**src/rtl/bcd_entry_to_bin.sv**
```systemverilog
// Keypad-style decimal entry: synchronized push-buttons build a BCD number digit by digit
// and publish its binary value on completion (digit limit or finish), with error trapping.
module bcd_entry_to_bin #(
    parameter int N       = 10,
    parameter int MAX_DIG = 3
) (
    input  logic         clk,
    input  logic         rst_n,
    input  logic [3:0]   digit_in,
    input  logic         enter,
    input  logic         finish,
    input  logic         clear,
    output logic [N-1:0] A,
    output logic         valid,
    output logic         err,
    output logic [1:0]   dig_cnt
);

    localparam logic [1:0] IDLE  = 2'd0;
    localparam logic [1:0] ACCUM = 2'd1;
    localparam logic [1:0] DONE  = 2'd2;
    localparam logic [1:0] ERROR = 2'd3;

    localparam logic [1:0] LAST_CNT = 2'(MAX_DIG - 1);
    localparam logic [1:0] FULL_CNT = 2'(MAX_DIG);

    localparam int BTN_EN = 0;
    localparam int BTN_FI = 1;
    localparam int BTN_CL = 2;

    // Shift-and-add multiply by ten, then append the new digit, all at N bits.
    function automatic logic [N-1:0] mul10_add(input logic [N-1:0] x, input logic [3:0] d);
        logic [N-1:0] x8;
        logic [N-1:0] x2;
        x8 = x << 3;
        x2 = x << 1;
        return x8 + x2 + N'(d);
    endfunction

    logic [2:0] btn;
    logic [2:0] sync1_q;
    logic [2:0] sync2_q;
    logic [2:0] prev_q;
    logic [1:0] warm_q;
    logic [2:0] ev;

    assign btn = {clear, finish, enter};

    always_ff @(posedge clk or negedge rst_n) begin
        if (!rst_n) begin
            sync1_q <= 3'b000;
            sync2_q <= 3'b000;
            prev_q  <= 3'b000;
            warm_q  <= 2'd0;
        end else begin
            sync1_q <= btn;
            sync2_q <= sync1_q;
            prev_q  <= sync2_q;
            if (warm_q != 2'd3) begin
                warm_q <= warm_q + 2'd1;
            end
        end
    end

    // Edges are masked until the pipeline has refilled, so a button held through reset is not an event.
    assign ev = sync2_q & ~prev_q & {3{warm_q == 2'd3}};

    logic [1:0]   state_q, state_d;
    logic [N-1:0] acc_q, acc_d;
    logic [N-1:0] a_q, a_d;
    logic [1:0]   cnt_q, cnt_d;
    logic         valid_q, valid_d;
    logic [N-1:0] acc_next;

    assign acc_next = mul10_add(acc_q, digit_in);

    always_comb begin
        state_d = state_q;
        acc_d   = acc_q;
        a_d     = a_q;
        cnt_d   = cnt_q;
        valid_d = 1'b0;
        if (ev[BTN_CL]) begin
            state_d = IDLE;
            acc_d   = '0;
            cnt_d   = 2'd0;
        end else if (ev[BTN_EN]) begin
            if (state_q != ERROR) begin
                if (digit_in > 4'd9) begin
                    state_d = ERROR;
                end else if (state_q == ACCUM) begin
                    acc_d = acc_next;
                    if (cnt_q < LAST_CNT) begin
                        cnt_d = cnt_q + 2'd1;
                    end else begin
                        state_d = DONE;
                        a_d     = acc_next;
                        cnt_d   = FULL_CNT;
                        valid_d = 1'b1;
                    end
                end else begin
                    state_d = ACCUM;
                    acc_d   = N'(digit_in);
                    cnt_d   = 2'd1;
                end
            end
        end else if (ev[BTN_FI]) begin
            if (state_q == ACCUM) begin
                state_d = DONE;
                a_d     = acc_q;
                valid_d = 1'b1;
            end
        end
    end

    always_ff @(posedge clk or negedge rst_n) begin
        if (!rst_n) begin
            state_q <= IDLE;
            acc_q   <= '0;
            a_q     <= '0;
            cnt_q   <= 2'd0;
            valid_q <= 1'b0;
        end else begin
            state_q <= state_d;
            acc_q   <= acc_d;
            a_q     <= a_d;
            cnt_q   <= cnt_d;
            valid_q <= valid_d;
        end
    end

    assign A       = a_q;
    assign valid   = valid_q;
    assign err     = (state_q == ERROR);
    assign dig_cnt = cnt_q;

endmodule

```
**config.mk**
```make
export PLATFORM = sky130hd
export DESIGN_NAME = bcd_entry_to_bin
export DESIGN_NICKNAME = d
export VERILOG_FILES = /design/src/rtl/bcd_entry_to_bin.sv
export SDC_FILE = /design/constraint.sdc
export NUM_CORES = 1
export LEC_CHECK = 0
export ABC_AREA = 1
export CORE_ASPECT_RATIO = 0.5
export CORE_UTILIZATION = 45
export DETAILED_ROUTE_END_ITERATION = 8
export HOLD_SLACK_MARGIN = 0.08
export PLACE_DENSITY_LB_ADDON = 0.3
export SLEW_MARGIN = 30
export SYNTH_ARGS = -nofsm -noshare
export SYNTH_HDL_FRONTEND = slang
export SYNTH_SLANG_ARGS = --single-unit
```
**constraint.sdc**
```tcl
create_clock -name clk -period 5.2 [get_ports clk]
set_clock_uncertainty 0.2 [all_clocks]
set_input_delay 0.52 -clock clk [delete_from_list [all_inputs] [get_ports clk]]
set_output_delay 0.52 -clock clk [all_outputs]
set_load 0.005 [all_outputs]
```
==> results.py, run 1 <==
metrics = {
    "clock_network": {
        "cts-htree-levels": 2,
        "cts-root-buf": "clkbuf_8",
        "cts_sinks": 36,
        "cts_resized": 0,
        "cts_made_buffers": 5,
        "cts_setup_buffers": 0,
        "clk_latency_ns": 0.30,
        "clockBufferDepth": 2,
        "tritoncts": "yes",
        "clk_pin_slew_worst_paths_ns": 0.08,
        "hold_buffers": 0,
    },
    "die": {
        "start_util_pct": 47.5,
        "coreArea_um2": 4470,
        "die_area_um2": 5010,
        "io_pins": 23,
        "rows": 17,
        "die_w_um": 99.1,
        "die_y_um": 50.5,
    },
    "timing": {
        "tightest_slew_ns": 0.519,
        "setup_violations": 0,
        "post-route-period-util_pct": 53.0,
        "drv_slew": 0,
        "rsz0062_at_grt": "no",
        "slew_headroom_pct": 65.3,
        "hold_viol_final": 0,
        "final.setup.tns_ns": 0,
        "max_freq_mhz": 363,
        "post-route-min-period_ns": 2.76,
    },
    "synth": {
        "synth_top_cell_area_share_pct": 42.5,
        "synthArstFlopShare_pct": 100,
        "yosys-top-cells-count": "95 x nand2_1, 36 x dfrtp_1, 24 x inv_1",
        "synthTopCellsByArea": "dfrtp_1 42%, nand2_1 17%, ha_1 8.8%",
        "synth_fp_nets": 280,
        "synth_top_area_cell": "dfrtp_1",
        "syn_avg_cell_area_um2": 8.35,
        "synth.most_common_cell": "nand2_1",
        "ys_ff_latch": 36,
        "syn_inst": 254,
        "ys.flop_type": "dfrtp_1",
        "synth_edf_count": 0,
        "ys_seq_area_share_pct": 42.5,
        "synth_cell_type_count": 33,
        "ys_warn_count": 0,
        "syn_area_um2": 2120,
    },
    "setup_path": {
        "worst_setup_path_end_kind": "flop",
        "arrival_ns": 2.75,
        "crit_type": "in -> reg",
        "path_cells": "clkdlybuf4s50_1 -> inv_1 -> fa_1 -> inv_1 -> fa_1 -> nand2_1 -> nand2_1 -> nand3b_1 -> nand2_1 -> nand2_1 -> nand3_1 -> nand2_1 -> nand2_1",
        "cp_data_required_time_ns": 5.19,
        "path_buf_inv": 3,
        "cp_common_cell": "nand2_1",
        "cpLargestDelayFamily": "adder cells",
        "start_kind": "primary input",
        "crit_slowest_cell": "fa_1",
        "cp_slowest_stage_delay_ns": 0.53,
        "path_max_fanout": 3,
    },
    "cells_and_area": {
        "stdcell_area_um2": 2480,
        "fin_nets": 305,
        "final_layout_size_suffix_gt1_share_pct": 10.4,
        "diodes": 0,
        "n_fill_cell": 391,
        "regArea_um2": 901,
        "multiInputGateArea_um2": 1060,
        "area_growth_pct": 17.1,
    },
    "routing": {
        "via_per_inst": 4.99,
        "antenna_left": 0,
        "dr.pass1.iters": 4,
        "drt_iter0_drc": 49,
        "wl_per_cell_um": 12.4,
        "totalWireLength_um": 4190,
        "drc": 0,
        "route.vias.total": 1682,
    },
    "hold_path": {
        "hold_class": "reg -> reg",
    },
    "power": {
        "swShare_pct": 32.2,
        "vdd_drop_max_mv": 0.182,
        "p_per_area_nw_per_um2": 343,
        "p_seq_share_pct": 40.8,
        "pwr-share-clk_pct": 29.6,
        "pwr-share-comb_pct": 29.6,
        "leakage_nw": 1.28,
        "p_sw_uw": 274,
        "internal-power_uw": 576,
    },
    "global_route": {
        "antenna_found_initial": 0,
        "grt_pass1_vias": 1564,
        "grt_use_total_pct": 18.9,
        "grt_max_degree": 37,
        "grt_pass1_wl_um": 7070,
        "gr-total-overflow": 0,
    },
    "place": {
        "gp_congestion": 0.847,
        "place_area_um2": 2370,
        "port_buffers": 22,
        "dp_hpwl_um": 3040,
    },
    "flow_run": {
        "timing.max_cap.violations": 0,
    },
    "status": {
        "outcome": "finished, final reports clean",
    },
}
==> logic make-up after synthesis <==
logic type	share of synthesized area [%]
compound gates	6.78
xor+xnor	1.24
mux	0.531
buf+inv	7.61
simple gates	30.6
fa+ha+maj	10.7
flops	42.5
==> metrics by stage <==
stage          instances  utilization (%)  setup slack (ns)  hold slack (ns)  total power, mW
6_report             337             55.6              2.44            0.150            0.850
5_1_grt              337             55.6              2.31            0.164            0.907
4_1_cts              337             55.6              2.41            0.153            0.855
3_5_place_dp         329             53.1              2.11            0.135            0.604
3_3_place_gp         329             53.1              2.17            0.133            0.596
2_1_floorplan        254                -              2.79           0.0244            0.505
==> power by group through the flow <==
stage / logic (mW) / clock network, mW / registers, mW
after floorplan: 0.155 / 0 / 0.351
after global routing: 0.283 / 0.270 / 0.353
after CTS: 0.253 / 0.255 / 0.347
after detailed placement: 0.251 / 0 / 0.353
after global placement: 0.245 / 0 / 0.350
final: 0.252 / 0.251 / 0.347
==> path summary, 6_finish.rpt <==
kind / from / end / slack, ns / cells after the start
max in group asynchronous: rst_n / A[1] / 4.02 / 2
max reg2reg: acc_q[0] / A[8] / 2.82 / 12
min: sync1_q[2] / sync2_q[2] / 0.15 / 0
min reg2reg: sync1_q[2] / sync2_q[2] / 0.15 / 0
min in group asynchronous: rst_n / acc_q[9] / 0.42 / 2
max: digit_in[3] / A[8] / 2.44 / 13
==> state kept, by name, summed over array words and instances (netlist names) <==
register and flops:
A 10, acc_q 10, dig_cnt 2, prev_q 3, state_q 2, sync1_q 3
sync2_q 3, valid 1, warm_q 2
==> per-layer routing <==
layer  up-vias  track usage [%]  share of wire, %
met5         -                0                 0
met4         0             5.88              0.64
met3         4             5.43               2.8
met2        24             32.5                48
met1       796             23.4                49
li1        858                -                 -
==> cells in the final DEF, fill, tap and decap left out, drive strengths merged, types with 2 or more instances in the layout <==
cell           instances
nand2                 98
dfrtp                 36
inv                   27
nand3                 23
clkdlybuf4s50         22
o21ai                 17
ha                    15
nor2                  12
clkbuf                 5
a21oi                  4
nand3b                 4
clkinv                 3
xor2                   2
o211ai                 2
fa                     2
==> layout make-up <==
class / instances / share of cell area, %
well taps: 57 / 2.87
inverters: 29 / 4.54
multi-input cells: 184 / 42.6
clock inverters: 3 / 1.71
repair buffers: 23 / 9.17
clock buffers: 5 / 2.77
flip-flops and latches: 36 / 36.3
(Power assumes the default switching activity.)
==> run 2, diff against run 1 <==
- clock period: 5.2 -> 2.8 ns (I/O delays scaled with it)
==> results.py, run 2 (synthesized netlist as in run 1, its figures left out) <==
metrics = {
    "status": {
        "outcome": "finished, final reports clean",
    },
    "routing": {
        "via_per_inst": 5.01,
        "drc": 0,
        "dr.pass1.iters": 4,
        "antenna_left": 0,
        "drt_iter0_drc": 83,
        "totalWireLength_um": 4150,
        "route.vias.total": 1703,
        "wl_per_cell_um": 12.2,
    },
    "setup_path": {
        "reg2regPathDepth": 12,
        "cp_data_required_time_ns": 2.80,
        "start_kind": "primary input",
        "worst_setup_path_end_kind": "flop",
        "path_max_fanout": 3,
        "arrival_ns": 2.49,
        "crit_type": "in -> reg",
    },
    "clock_network": {
        "cts_made_buffers": 5,
        "clk_pin_slew_worst_paths_ns": 0.08,
        "cts_sinks": 36,
        "cts-root-buf": "clkbuf_8",
        "clk_latency_ns": 0.30,
        "cts_resized": 0,
        "clockBufferDepth": 2,
        "hold_buffers": 0,
        "tritoncts": "yes",
        "cts_setup_buffers": 0,
        "cts-htree-levels": 2,
    },
    "timing": {
        "slew_headroom_pct": 67.1,
        "tightest_slew_ns": 0.492,
        "max_freq_mhz": 401,
        "drv_slew": 0,
        "setup_violations": 0,
        "final.setup.tns_ns": 0,
        "whs_ns": 0.148,
        "hold_viol_final": 0,
        "rsz0062_at_grt": "no",
        "post-route-min-period_ns": 2.49,
        "post-route-period-util_pct": 89.1,
    },
    "cells_and_area": {
        "multiInputGateArea_um2": 1060,
        "fin_nets": 308,
        "regArea_um2": 901,
        "mostFrequentLayoutCell": "nand2_1",
        "diodes": 0,
        "n_fill_cell": 395,
        "area_growth_pct": 17.9,
        "final_layout_size_suffix_gt1_share_pct": 11.0,
        "layout_common_cells": "95 x nand2_1, 36 x dfrtp_1, 24 x inv_1, 22 x clkdlybuf4s50_1, 21 x nand3_1",
    },
    "die": {
        "rows": 17,
        "die_area_um2": 5010,
        "die_w_um": 99.1,
        "io_pins": 23,
        "coreArea_um2": 4470,
        "die_y_um": 50.5,
        "start_util_pct": 47.5,
    },
    "power": {
        "leakage_nw": 1.30,
        "p_per_area_nw_per_um2": 632,
        "finalPower_mw": 1.58,
        "vdd_drop_max_mv": 0.270,
    },
    "hold_path": {
        "hold_class": "reg -> reg",
        "min_path_cells": 0,
    },
    "global_route": {
        "grt_pass1_vias": 1607,
        "grt_use_total_pct": 19.2,
        "gr-total-overflow": 0,
        "grt_max_degree": 37,
        "antenna_found_initial": 0,
        "grt_pass1_wl_um": 7200,
    },
    "place": {
        "gp_congestion": 0.894,
        "port_buffers": 22,
        "dp_hpwl_um": 3070,
    },
    "flow_run": {
        "timing.max_cap.violations": 0,
    },
}
-- run 2: changes by cell type in the layout (fill, tap and decap cells not counted) --
cell	change
buf_4	+3
clkbuf_1	+1
clkinvlp_4	-1
-- run 2: final timing paths --
kind,startpoint,endpoint,slack (ns)
max in group asynchronous,rst_n,sync2_q[2],1.87
min in group asynchronous,rst_n,acc_q[8],0.20
setup reg to reg,acc_q[0],A[8],0.41
hold reg to reg,sync1_q[1],sync2_q[1],0.15
setup / recovery,digit_in[3],A[8],0.31
hold / removal,sync1_q[1],sync2_q[1],0.15
-- run 2: final cells by class --
cell class / instances / share of cell area (%)
repair buffers: 26 / 10.0
clock buffers: 6 / 2.90
well taps: 57 / 2.85
multi-input cells: 184 / 42.3
inverters: 29 / 4.50
flip-flops and latches: 36 / 36.0
clock inverters: 2 / 1.40
-- run 2: worst max-delay path: stages --
cell and delay, ns:
clkdlybuf4s50_1 0.48, inv_1 0.07, fa_1 0.53, inv_1 0.07, fa_1 0.45, nand2_1 0.09, nand2_1 0.08, nand3b_1 0.11
nand2_1 0.06, nand2_1 0.07, nand3_1 0.07, nand2_1 0.07, nand2_1 0.04
-- run 2: routing by layer --
metal | track usage [%] | vias up | wire length [um] | part of all wire (%)
li1 | - | 865 | - | -
met1 | 24.3 | 806 | 1960 | 47
met2 | 33.3 | 25 | 2010 | 48
met3 | 4.18 | 7 | 130 | 3.1
met4 | 6.62 | 0 | 51 | 1.2
met5 | 0 | - | 0 | 0
-- run 2: where the power goes --
group          switching, mW  internal [mW]
sequential            0.0525          0.591
combinational          0.255          0.221
clock                  0.197          0.264
-- run 2: metrics by stage --
| step | utilization (%) | std cells | area [um^2] | setup WS, ns |
|---|---|---|---|---|
| 6_report | 56.0 | 340 | 2500 | 0.306 |
| 4_1_cts | 56.0 | 340 | 2500 | 0.288 |
| 5_1_grt | 56.0 | 340 | 2500 | 0.124 |
| 2_1_floorplan | - | 254 | 2120 | 0.596 |
| 3_5_place_dp | 53.6 | 332 | 2390 | -0.0247 |
| 3_3_place_gp | 53.6 | 332 | 2390 | 0.0688 |
==> run 3, diff against run 2 <==
- ABC_AREA: 1 -> default
- CORE_MARGIN: default -> 2
==> results.py, run 3 <==
metrics = {
    "synth": {
        "syn_avg_cell_area_um2": 10.5,
        "syn_inst": 189,
        "synth_edf_count": 0,
        "synth.most_common_cell": "dfrtp_1",
        "ys.flop_type": "dfrtp_1",
        "synth_top_cell_area_share_pct": 45.5,
        "synthArstFlopShare_pct": 100,
        "yosys-top-cells-count": "36 x dfrtp_1, 21 x nand2_1, 21 x nor2_1",
        "syn_area_um2": 1980,
        "ys_warn_count": 0,
        "ys_seq_area_share_pct": 45.5,
        "synthTopCellsByArea": "dfrtp_1 46%, ha_1 9.5%, nand2_1 4.0%",
        "ys_ff_latch": 36,
        "synth_top_area_cell": "dfrtp_1",
        "synth_fp_nets": 215,
        "synth_cell_type_count": 48,
    },
    "timing": {
        "max_freq_mhz": 376,
        "post-route-period-util_pct": 94.9,
        "slew_headroom_pct": 57.1,
        "tightest_slew_ns": 0.638,
        "post-route-min-period_ns": 2.66,
        "rsz0062_at_grt": "no",
        "drv_slew": 0,
        "hold_viol_final": 0,
        "setup_violations": 0,
    },
    "clock_network": {
        "clk_pin_slew_worst_paths_ns": 0.07,
        "cts_sinks": 36,
        "cts_setup_buffers": 0,
        "clk_latency_ns": 0.29,
        "cts-root-buf": "clkbuf_8",
        "tritoncts": "yes",
        "clockBufferDepth": 2,
        "cts_made_buffers": 5,
        "cts-htree-levels": 2,
    },
    "setup_path": {
        "arrival_ns": 2.67,
        "crit_slowest_cell": "fa_1",
        "cp_common_cell": "inv_1",
        "worst_setup_path_end_kind": "flop",
        "reg2reg_from": "acc_q[0]",
        "path_cells": "clkdlybuf4s50_1 -> inv_1 -> fa_1 -> inv_1 -> ha_1 -> a211oi_2 -> or3b_2 -> nand3_1 -> nand2_1 -> a31oi_1",
        "cpLargestDelayFamily": "adder cells",
        "cp_data_required_time_ns": 2.81,
        "path_buf_inv": 3,
        "path_max_fanout": 3,
        "rrSetupSlack_ns": 0.24,
        "cp.depth": 10,
        "reg2regPathDepth": 9,
        "worst_r2r_endpoint": "A[7]",
        "cp-startpoint": "digit_in[3]",
        "crit_type": "in -> reg",
        "cp-endpoint": "A[7]",
        "start_kind": "primary input",
        "cp_slowest_stage_delay_ns": 0.53,
    },
    "power": {
        "p_per_area_nw_per_um2": 647,
        "vdd_drop_max_mv": 0.299,
        "leakage_nw": 1.06,
        "finalPower_mw": 1.54,
    },
    "place": {
        "dp_hpwl_um": 2890,
        "gp_congestion": 0.793,
        "port_buffers": 22,
        "place_area_um2": 2280,
    },
    "global_route": {
        "grt_pass1_wl_um": 6640,
        "antenna_found_initial": 0,
        "gr-total-overflow": 0,
        "grt_use_total_pct": 17.3,
        "grt_pass1_vias": 1475,
        "grt_max_degree": 37,
    },
    "die": {
        "coreArea_um2": 4060,
        "die_area_um2": 4980,
        "io_pins": 23,
        "die_y_um": 50.9,
        "start_util_pct": 48.7,
        "die_w_um": 97.8,
        "rows": 16,
    },
    "cells_and_area": {
        "regArea_um2": 901,
        "layout_common_cells": "36 x dfrtp_1, 22 x clkdlybuf4s50_1, 21 x nand2_1, 21 x nor2_1, 15 x ha_1",
        "diodes": 0,
        "multiInputGateArea_um2": 1030,
        "n_fill_cell": 352,
        "mostFrequentLayoutCell": "dfrtp_1",
        "fin_nets": 246,
        "area_growth_pct": 20.5,
        "final_layout_size_suffix_gt1_share_pct": 12.2,
        "stdcell_area_um2": 2390,
    },
    "status": {
        "outcome": "finished, final reports clean",
    },
    "flow_run": {
        "timing.max_cap.violations": 0,
    },
    "routing": {
        "drc": 0,
        "wl_per_cell_um": 14.0,
        "antenna_left": 0,
        "via_per_inst": 5.44,
        "dr.pass1.iters": 4,
        "drt_iter0_drc": 58,
        "totalWireLength_um": 3850,
        "route.vias.total": 1495,
    },
    "hold_path": {
        "hold_class": "reg -> reg",
    },
}
## run 3: area by class of cell
cell class              count  share of cell area, %
flip-flops and latches     36                   37.8
multi-input cells         142                   43.1
repair buffers             29                   11.4
clock inverters             1                  0.315
clock buffers               7                   3.62
inverters                   6                  0.944
well taps                  54                   2.83
## run 3: what timing repair did
item	in CTS	in global routing
hold buffers	0	0
setup endpoints to repair	0	4
resized for setup	0	2
## run 3: kinds of logic (layout without fill, tap and decap cells)
group | count (synthesis) | after routing | synth area share (%)
flip-flops | 36 | 36 | 45.5
buffers and inverters | 11 | 43 | 2.91
XOR/XNOR | 7 | 7 | 3.10
AO/OA/AOI/OAI | 44 | 44 | 15.9
multiplexers | 6 | 6 | 3.35
AND/OR/NAND/NOR | 68 | 68 | 17.7
adder cells (fa/ha/maj) | 17 | 17 | 11.5
## run 3: through the flow
stage	setup WS [ns]	hold WS [ns]	TNS [ns]	util, %	cells
2_1_floorplan	0.346	-0.216	0	-	189
3_3_place_gp	-0.146	0.135	-0.915	56.2	267
3_5_place_dp	-0.196	0.143	-1.33	56.2	267
4_1_cts	0.111	0.160	0	58.5	275
5_1_grt	0.000648	0.164	0	58.7	275
6_report	0.142	0.158	0	58.7	275
## run 3: where the power goes
group / switching [mW] / internal [mW]
clock network: 0.192 / 0.200
registers: 0.0595 / 0.608
logic: 0.211 / 0.272
total: 0.462 / 1.08
## run 3: worst min path at each step
stage	start	to	slack (ns)	depth (start not counted)
6_report	sync1_q[0]	sync2_q[0]	0.16	0
5_1_grt	sync1_q[0]	sync2_q[0]	0.16	0
4_1_cts	sync1_q[0]	sync2_q[0]	0.16	0
3_5_place_dp	sync1_q[0]	sync2_q[0]	0.14	0
3_3_place_gp	sync1_q[2]	sync2_q[2]	0.13	0
2_1_floorplan	rst_n	A[0]	-0.22	0
## run 3: metal layers
layer	track usage, %	vias to the layer above	part of all wire [%]
met5	0	-	0
met4	5.56	0	0.88
met3	4.92	5	3.9
met2	29.9	21	46
met1	21.4	730	49
li1	-	739	-
